$ cat src/rtl/otp_ctrl_part_rd_sched.sv
// Round-robin scheduler that shares the single OTP macro read port among partition readouts.
// Optional response watchdog enabled by defining OTP_CTRL_RD_SCHED_TIMEOUT_EN.
module otp_ctrl_part_rd_sched #(
  parameter int NumPart          = 8,
  parameter int OtpByteAddrWidth = 11,
  parameter int OtpWordBytes     = 8,
  parameter int TimeoutCycles    = 255
) (
  input  logic                                clk_i,
  input  logic                                rst_i,
  input  logic [NumPart-1:0]                  part_req_i,
  input  logic [NumPart*OtpByteAddrWidth-1:0] part_offset_i,
  input  logic [NumPart*OtpByteAddrWidth-1:0] part_size_i,
  output logic [NumPart-1:0]                  part_ack_o,
  output logic                                part_err_o,
  output logic [NumPart-1:0]                  part_rvalid_o,
  output logic [OtpWordBytes*8-1:0]           part_rdata_o,
  output logic [OtpByteAddrWidth-1:0]         part_rword_o,
  output logic                                otp_req_o,
  output logic [OtpByteAddrWidth-1:0]         otp_addr_o,
  input  logic                                otp_gnt_i,
  input  logic                                otp_rvalid_i,
  input  logic [OtpWordBytes*8-1:0]           otp_rdata_i,
  input  logic                                otp_err_i,
  output logic                                busy_o
);

  localparam int AW   = OtpByteAddrWidth;
  localparam int DW   = OtpWordBytes * 8;
  localparam int IdxW = (NumPart > 1) ? $clog2(NumPart) : 1;

  localparam logic [AW-1:0]      WordStep  = AW'(OtpWordBytes);
  localparam logic [AW-1:0]      WordMask  = AW'(OtpWordBytes - 1);
  localparam logic [AW:0]        AddrSpace = {1'b1, {AW{1'b0}}};
  localparam logic [NumPart-1:0] OneHot0   = NumPart'(1);

  localparam logic [2:0] StIdle  = 3'd0;
  localparam logic [2:0] StCheck = 3'd1;
  localparam logic [2:0] StIssue = 3'd2;
  localparam logic [2:0] StWait  = 3'd3;
  localparam logic [2:0] StDone  = 3'd4;

  logic [2:0]         state_q, state_d;
  logic [IdxW-1:0]    rrPtr_q, rrPtr_d;
  logic [IdxW-1:0]    grant_q, grant_d;
  logic [AW-1:0]      addr_q, addr_d;
  logic [AW-1:0]      remain_q, remain_d;
  logic [AW-1:0]      wordIdx_q, wordIdx_d;
  logic               err_q, err_d;
  logic [NumPart-1:0] rvalid_q, rvalid_d;
  logic [DW-1:0]      rdata_q, rdata_d;
  logic [AW-1:0]      rword_q, rword_d;

  logic [AW-1:0] offArr  [NumPart];
  logic [AW-1:0] sizeArr [NumPart];

  for (genvar k = 0; k < NumPart; k++) begin : gen_unpack
    assign offArr[k]  = part_offset_i[k*AW +: AW];
    assign sizeArr[k] = part_size_i[k*AW +: AW];
  end

  // Rotating priority: the first requester at or after rrPtr_q wins.
  logic            pickValid;
  logic [IdxW-1:0] pickIdx;

  always_comb begin
    int cand;
    cand      = 0;
    pickValid = 1'b0;
    pickIdx   = '0;
    for (int i = NumPart - 1; i >= 0; i--) begin
      cand = int'(rrPtr_q) + i;
      if (cand >= NumPart) cand = cand - NumPart;
      if (part_req_i[cand[IdxW-1:0]]) begin
        pickValid = 1'b1;
        pickIdx   = cand[IdxW-1:0];
      end
    end
  end

  // End address carries one extra bit so a range ending exactly at the top stays legal.
  logic [AW:0] endAddr;
  logic        cfgBad;

  assign endAddr = {1'b0, addr_q} + {1'b0, remain_q};
  assign cfgBad  = (remain_q == '0) || ((addr_q & WordMask) != '0) ||
                   ((remain_q & WordMask) != '0) || (endAddr > AddrSpace);

  logic timeoutHit;

`ifdef OTP_CTRL_RD_SCHED_TIMEOUT_EN
  localparam int WdW = $clog2(TimeoutCycles + 1);

  logic [WdW-1:0] wdog_q, wdog_d;

  assign timeoutHit = (wdog_q == WdW'(TimeoutCycles - 1));
  assign wdog_d     = (state_d != state_q) ? '0 :
                      ((state_q == StIssue) || (state_q == StWait)) ? wdog_q + 1'b1 : '0;

  always_ff @(posedge clk_i or posedge rst_i) begin
    if (rst_i) wdog_q <= '0;
    else       wdog_q <= wdog_d;
  end
`else
  logic unusedTimeout;

  assign timeoutHit    = 1'b0;
  assign unusedTimeout = |TimeoutCycles;
`endif

  always_comb begin
    state_d   = state_q;
    rrPtr_d   = rrPtr_q;
    grant_d   = grant_q;
    addr_d    = addr_q;
    remain_d  = remain_q;
    wordIdx_d = wordIdx_q;
    err_d     = err_q;
    rvalid_d  = '0;
    rdata_d   = rdata_q;
    rword_d   = rword_q;
    case (state_q)
      StIdle: begin
        if (pickValid) begin
          grant_d   = pickIdx;
          addr_d    = offArr[pickIdx];
          remain_d  = sizeArr[pickIdx];
          wordIdx_d = '0;
          rrPtr_d   = (pickIdx == IdxW'(NumPart - 1)) ? '0 : pickIdx + 1'b1;
          state_d   = StCheck;
        end
      end
      StCheck: begin
        if (cfgBad) begin
          err_d   = 1'b1;
          state_d = StDone;
        end else begin
          state_d = StIssue;
        end
      end
      StIssue: begin
        if (otp_gnt_i) begin
          state_d = StWait;
        end else if (timeoutHit) begin
          err_d   = 1'b1;
          state_d = StDone;
        end
      end
      StWait: begin
        if (otp_rvalid_i) begin
          if (otp_err_i) begin
            err_d   = 1'b1;
            state_d = StDone;
          end else begin
            rvalid_d  = OneHot0 << grant_q;
            rdata_d   = otp_rdata_i;
            rword_d   = wordIdx_q;
            addr_d    = addr_q + WordStep;
            remain_d  = remain_q - WordStep;
            wordIdx_d = wordIdx_q + 1'b1;
            state_d   = (remain_q == WordStep) ? StDone : StIssue;
          end
        end else if (timeoutHit) begin
          err_d   = 1'b1;
          state_d = StDone;
        end
      end
      StDone: begin
        err_d   = 1'b0;
        state_d = StIdle;
      end
      default: state_d = StIdle;
    endcase
  end

  always_ff @(posedge clk_i or posedge rst_i) begin
    if (rst_i) begin
      state_q   <= StIdle;
      rrPtr_q   <= '0;
      grant_q   <= '0;
      addr_q    <= '0;
      remain_q  <= '0;
      wordIdx_q <= '0;
      err_q     <= 1'b0;
      rvalid_q  <= '0;
      rdata_q   <= '0;
      rword_q   <= '0;
    end else begin
      state_q   <= state_d;
      rrPtr_q   <= rrPtr_d;
      grant_q   <= grant_d;
      addr_q    <= addr_d;
      remain_q  <= remain_d;
      wordIdx_q <= wordIdx_d;
      err_q     <= err_d;
      rvalid_q  <= rvalid_d;
      rdata_q   <= rdata_d;
      rword_q   <= rword_d;
    end
  end

  assign otp_req_o     = (state_q == StIssue);
  assign otp_addr_o    = otp_req_o ? addr_q : '0;
  assign busy_o        = (state_q != StIdle);
  assign part_ack_o    = (state_q == StDone) ? (OneHot0 << grant_q) : '0;
  assign part_err_o    = (state_q == StDone) && err_q;
  assign part_rvalid_o = rvalid_q;
  assign part_rdata_o  = rdata_q;
  assign part_rword_o  = rword_q;

endmodule

$ cat config.mk
export PLATFORM = sky130hd
export DESIGN_NAME = otp_ctrl_part_rd_sched
export DESIGN_NICKNAME = d
export VERILOG_FILES = /design/src/rtl/otp_ctrl_part_rd_sched.sv
export SDC_FILE = /design/constraint.sdc
export NUM_CORES = 1
export LEC_CHECK = 0
export ABC_AREA = 1
export CAP_MARGIN = 20
export CORE_AREA = 2 2 141 143
export DETAILED_ROUTE_END_ITERATION = 16
export DIE_AREA = 0 0 143 145
export HOLD_SLACK_MARGIN = 0.08
export PLACE_DENSITY = 0.8
export RECOVER_POWER = 25
export SETUP_SLACK_MARGIN = 0.1
export SLEW_MARGIN = 20
export SYNTH_ARGS = -nofsm -noshare
export SYNTH_HDL_FRONTEND = slang
export SYNTH_SLANG_ARGS = --single-unit
$ cat constraint.sdc
create_clock -name clk_i -period 6.9 [get_ports clk_i]
set_input_delay 1.725 -clock clk_i [delete_from_list [all_inputs] [get_ports clk_i]]
set_output_delay 1.725 -clock clk_i [all_outputs]
set_load 0.05 [all_outputs]
**Word level (Yosys, flattened, before mapping)**

Cells that the tools add are included.

- Equality and inequality tests: 12
- Shift operators: 1
- Magnitude comparators: 18
- Multipliers: 0
- Reductions and logical operators: 16
- Div/mod/pow operators: 0
- $add $sub $neg: 20
- Muxes and demuxes: 75
- Bitwise gates (word level): 2

Operator list:

| kind | number |
|---|---|
| 2-to-1 mux 11 bit | 14 |
| 2-to-1 mux 3 bit | 23 |
| binary-select mux 11 bit (select 3 bit) | 2 |
| one-hot mux 11 bit (2 select lines) | 3 |
| >= comparator 4 bit, second input constant | 8 |
| less-than comparator 3 x 4 -> 1 bit, second input constant | 8 |
| 2-to-1 mux 8 bit | 4 |
| binary-select mux 1 bit (select 3 bit) | 8 |
| subtractor 3 x 1 -> 3 bit, second input constant | 8 |
| nonzero test 11 bit | 2 |
| 2-to-1 mux 1 bit | 19 |
| adder 3 x 3 -> 4 bit, second input constant | 4 |
| adder 11 x 11 -> 12 bit | 1 |
| greater-than comparator 12 bit, second input constant | 1 |
| one-hot mux 3 bit (4 select lines) | 1 |
| adder 11 x 1 -> 11 bit, second input constant | 1 |
| adder 11 x 4 -> 11 bit, second input constant | 1 |
| equality test 11 x 4 -> 1 bit, second input constant | 1 |
| logical NOT 11 bit | 1 |
| subtractor 11 x 4 -> 11 bit, second input constant | 1 |
| inequality test 2 bit, second input constant | 5 |
| adder 3 x 2 -> 4 bit, second input constant | 2 |
| AND reduction 4 bit | 2 |
| << shifter 1 x 3 -> 8 bit, first input constant | 1 |
| other kinds (17) | 23 |

- Memories: 0
- Output and inout bits: 105
- Input bits: 253
- Memory bits (read-only): 0
- RAM bits: 0
- Logic and storage cells: 154
- Latch bits: 0
- Flip-flop bits (word level): 126

**Longest topological paths before layout**

- Depth after elaboration: 19
- Gate-level depth with buffers: 24
- Gate-level depth less buffers: 22

**Worst setup path after synthesis**

Ideal clock, no wire load.

- Path type: register to output
- From: register state_q[2]
- To: output otp_addr_o[0]
- Required time: 5.175 ns
- Path buffers: 1
- Slack: 2.866 ns
- Arrival time: 2.309 ns
- Cell stages (with the launch flop): 7
- Cell sequence: dfrtp_1 -> nor2_1 -> inv_1 -> nor2_1 -> inv_1 -> clkbuf_1 -> nor2_1

- Word-level cells in the longest chain between the ends: 2

Ends and longest elaborated chain:

| item | RTL line | source |
|---|---|---|
| start: declaration | 43 | `logic [2:0] state_q, state_d;` |
| start signal: assignment | 178 | `state_q <= StIdle;` |
| start signal: assignment | 189 | `state_q <= state_d;` |
| equality test 3 x 2 -> 1 bit | 202 | `assign otp_req_o = (state_q == StIssue);` |
| named net otp_req_o | 19 | `output logic otp_req_o,` |
| 2-to-1 mux 11 bit | 203 | `assign otp_addr_o = otp_req_o ? addr_q : '0;` |
| end: declaration | 20 | `output logic [OtpByteAddrWidth-1:0] otp_addr_o,` |

The timed path passes the listed nets, and every way through them passes these cells.

==> results.rst <==
.. list-table::
   :header-rows: 1

   * - Metric
     - Value
   * - Result of the run
     - finished, violations left
   * - Violations in the final reports
     - capacitance limit, slew limit
   * - Gate power share
     - 72.2%
   * - First-pass GRT wire length
     - 46200 um
   * - Worst supply voltage drop on vdd
     - 554 uV
   * - Effective utilization at floorplan
     - 43.5%
   * - Internal power
     - 3.24 mW
   * - Die Area
     - 20700 um^2
   * - Cells along the critical path
     - dlygate4sd3_1 > clkinvlp_2 > clkbuf_2
   * - Mapped Avg Cell Area
     - 6.65 um^2
   * - DRC errors left
     - 0
   * - Number of pins with negative max-slew slack in the final report
     - 85
   * - Hold bufs inserted after CTS
     - 0
   * - Final Core Density
     - 64.9%
   * - Dominant synthesized flop cell
     - sky130_fd_sc_hd__dfrtp_1
   * - Kind of launch point of the worst setup path
     - input port
   * - CP delay by family, top
     - buffers and inverters
   * - Transition time of the tightest slew-check pin
     - 3.66 ns
   * - Wire length reported by the detailed router
     - 28800 um
   * - Htree depth
     - 4
   * - Standard cell area after detailed placement
     - 11900 um^2
   * - Final worst-path setup slack
     - 1.72 ns
   * - Num Clock Sinks
     - 126
   * - Max Fanout on Critical Path
     - 84
   * - Data required time at the worst endpoint
     - 7.26 ns
   * - Period Utilization, post-route
     - 75.1%
   * - Worst hold path class
     - reg -> reg
   * - Relative area change from synthesis to final layout
     - 49.1%
   * - Critical Path End Type
     - asynchronous set/reset pin
   * - Highest signal layer in the routed design
     - met4
   * - Number of filler instances in the final layout
     - 1712
   * - Fmax achieved
     - 0.193 GHz
   * - Placed wire-length estimate after detailed placement
     - 21200 um
   * - Number of DRC markers after the initial detailed-route iteration
     - 582
   * - Pwr Density
     - 585 nW/um^2
   * - Total CTS buffers
     - 17
   * - Setup TNS
     - 0 ns
   * - Final critical path time including I/O delays and setup
     - 5.18 ns
   * - Number of antenna violations at the first check in global routing
     - 0
   * - Number of nets in the final layout
     - 1844
   * - Number of synthesized register bits
     - 126
   * - Port buffer count
     - 357
   * - Net Switching
     - 4.05 mW
   * - Routed len/inst
     - 15.6 um
   * - Post-CTS setup-driven buffer insertion count
     - 0
   * - Met2 wire len
     - 14100 um
   * - Slew HR
     - -145%
   * - Max-capacitance violation count
     - 1
   * - Detail Route met3 WL
     - 1620 um
   * - Post-route cell area
     - 12500 um^2
   * - Critical path buffer and inverter count
     - 3
   * - Clock transition at path regs
     - 0.06 ns
   * - Remaining number of nets flagged by the antenna check after routing
     - 0
   * - Post-Syn Area
     - 8360 um^2
   * - Pre-CTS WS
     - 1.59 ns
   * - CP arrival
     - 5.55 ns
   * - Total nets after synthesis
     - 1528
   * - Antenna diode instance count
     - 0
   * - Standby leakage power
     - 6.08 nW
   * - Worst-case clock buffer depth
     - 2
   * - Switching portion of total power
     - 55.6%
   * - Number of failing setup endpoints in the final timing report
     - 0
   * - Clock insertion delay at the later pin of the skew report
     - 0.42 ns
   * - M1 WL
     - 12000 um
   * - Share of final-layout standard cells stronger than drive strength 1
     - 3.85%
   * - Relative contribution of sequential cells to total power
     - 16.5%
   * - Global-route congestion overflow total
     - 0
   * - Unrepaired setup endpoints after global routing
     - no
   * - Pin count of the biggest net entering global routing
     - 98
   * - Per-cell via count in the routed design
     - 5.13
   * - Number of cell rows
     - 51
   * - Post-synth top area share
     - 37.7%
   * - Number of cells produced by synthesis
     - 1257
   * - Total routing resource utilization after global routing
     - 27.7%
   * - Vias in the first global route
     - 9057
   * - Iteration count of the initial detailed-routing pass
     - 5
   * - Vertical die dimension
     - 145 um
   * - Part of the power in the clock network
     - 11.3%
   * - Largest area contributor in the netlist
     - sky130_fd_sc_hd__dfrtp_1
   * - CTS tree
     - done
   * - Number of gates resized after CTS
     - 0
   * - Final worst clock skew
     - 0.00590 ns
   * - Async SR Flop Fraction
     - 100%
   * - Cell types with the largest area share after synthesis
     - sky130_fd_sc_hd__dfrtp_1 (38%), sky130_fd_sc_hd__nand2_1 (22%), sky130_fd_sc_hd__nand3_1 (14%)
   * - Core area
     - 19200 um^2
   * - Type of the worst setup path
     - in -> async
   * - Hold Vio Cnt, Final
     - 0
   * - Number of library cell types mapped by synthesis
     - 34
   * - Number of warnings reported in the yosys synthesis log
     - 0
   * - Boundary pin count
     - 358
   * - Final GP Congestion
     - 0.955
   * - Sequential share of the synthesized area
     - 37.7%
   * - Cell with the largest stage delay on the worst path
     - sky130_fd_sc_hd__clkinvlp_2
   * - Worst stage delay on the critical path
     - 2.03 ns
   * - Total number of vias
     - 9503
   * - Post-synth EDFFs
     - 0
   * - Die W
     - 143 um
   * - Library cell used as clock root buffer
     - sky130_fd_sc_hd__clkbuf_16
## sequential cells by signal, summed over array words and instances (netlist names), 8 cells and up
register and count:
addr_q 11, part_rdata_o 64, part_rvalid_o 8, part_rword_o 11, remain_q 11, wordIdx_q 11
## cell usage in the layout, fill, tap and decap left out, types with 17 or more instances in the layout
cell and n:
sky130_fd_sc_hd__nor2_1 63, sky130_fd_sc_hd__clkdlybuf4s50_1 356, sky130_fd_sc_hd__clkbuf_16 17, sky130_fd_sc_hd__inv_1 81, sky130_fd_sc_hd__nand2_1 493, sky130_fd_sc_hd__o21ai_0 25
sky130_fd_sc_hd__dfrtp_1 126, sky130_fd_sc_hd__nand3_1 240, sky130_fd_sc_hd__a21oi_1 53, sky130_fd_sc_hd__ha_1 17
## final timing paths
kind / startpoint / endpoint / slack, ns / cells after the start
worst max register to register: rrPtr_q[0] / addr_q[3] / 2.38 / 21
max in group clk_i: part_req_i[3] / remain_q[0] / 2.02 / 20
worst min-delay path: part_rdata_o[37] / part_rdata_o[37] / 0.47 / 2
worst max-delay path: rst_i / grant_q[1] / 1.72 / 3
worst min register to register: part_rdata_o[37] / part_rdata_o[37] / 0.47 / 2
min in group asynchronous: rst_i / part_rvalid_o[5] / 2.83 / 2
## power groups by stage
| stage | clock network [mW] | registers, mW | logic (mW) |
|---|---|---|---|
| 2_1_floorplan | 0 | 1.64 | 3.69 |
| 3_3_place_gp | 0 | 1.20 | 5.12 |
| 3_5_place_dp | 0 | 1.21 | 5.21 |
| 4_1_cts | 0.834 | 1.20 | 5.25 |
| 5_1_grt | 0.872 | 1.23 | 5.89 |
| 6_report | 0.824 | 1.20 | 5.26 |
## per-stage QoR
| step | cells | total power, mW | hold slack [ns] |
|---|---|---|---|
| 5_1_grt | 1851 | 8.00 | 0.481 |
| 3_3_place_gp | 1819 | 6.32 | 0.452 |
| 3_5_place_dp | 1819 | 6.42 | 0.457 |
| 4_1_cts | 1851 | 7.28 | 0.471 |
| 6_report | 1851 | 7.29 | 0.467 |
| 2_1_floorplan | 1257 | 5.33 | 0.441 |
## layout make-up
type | count | area (um^2) | area share [%]
flip-flops and latches | 126 | 3150 | 25.3
clock inverters | 10 | 91.3 | 0.732
repair buffers | 365 | 3630 | 29.1
multi-input cells | 969 | 4460 | 35.8
well taps | 265 | 332 | 2.66
inverters | 94 | 357 | 2.86
clock buffers | 22 | 444 | 3.56
## worst reg2reg max path, delay by kind of cell (launching register included)
kind	cells	cell delay [ns]
AND/OR/NAND/NOR	16	2.43
buffers and inverters	4	0.87
flip-flops	1	0.62
adder cells (fa/ha/maj)	1	0.49
## logic make-up (layout without fill, tap and decap cells)
logic type / Yosys count / in the layout / share of synthesized area [%]
flops: 126 / 126 / 37.7
simple gates: 834 / 834 / 42.0
compound gates: 99 / 99 / 6.48
buf+inv: 162 / 491 / 9.04
fa+ha+maj: 18 / 18 / 2.78
xor+xnor: 18 / 18 / 1.97
## cells in the mapped netlist (6+ instances only)
library cell / number
sky130_fd_sc_hd__a21o_1: 7
sky130_fd_sc_hd__a21oi_1: 53
sky130_fd_sc_hd__buf_2: 26
sky130_fd_sc_hd__buf_4: 8
sky130_fd_sc_hd__buf_6: 11
sky130_fd_sc_hd__clkbuf_1: 20
sky130_fd_sc_hd__dfrtp_1: 126
sky130_fd_sc_hd__ha_1: 17
sky130_fd_sc_hd__inv_1: 82
sky130_fd_sc_hd__inv_2: 11
sky130_fd_sc_hd__nand2_1: 493
sky130_fd_sc_hd__nand3_1: 240
sky130_fd_sc_hd__nor2_1: 64
sky130_fd_sc_hd__nor3_1: 14
sky130_fd_sc_hd__o21ai_0: 25
sky130_fd_sc_hd__or2_0: 6
sky130_fd_sc_hd__xor2_1: 13
## metal layers
metal | GRT usage, % | vias to the layer above
li1 | - | 4673
met1 | 35.1 | 4396
met2 | 46.1 | 361
met3 | 5.38 | 73
met4 | 11.5 | 0
met5 | 0 | -
No activity file was read; power rests on OpenSTA's default activity.
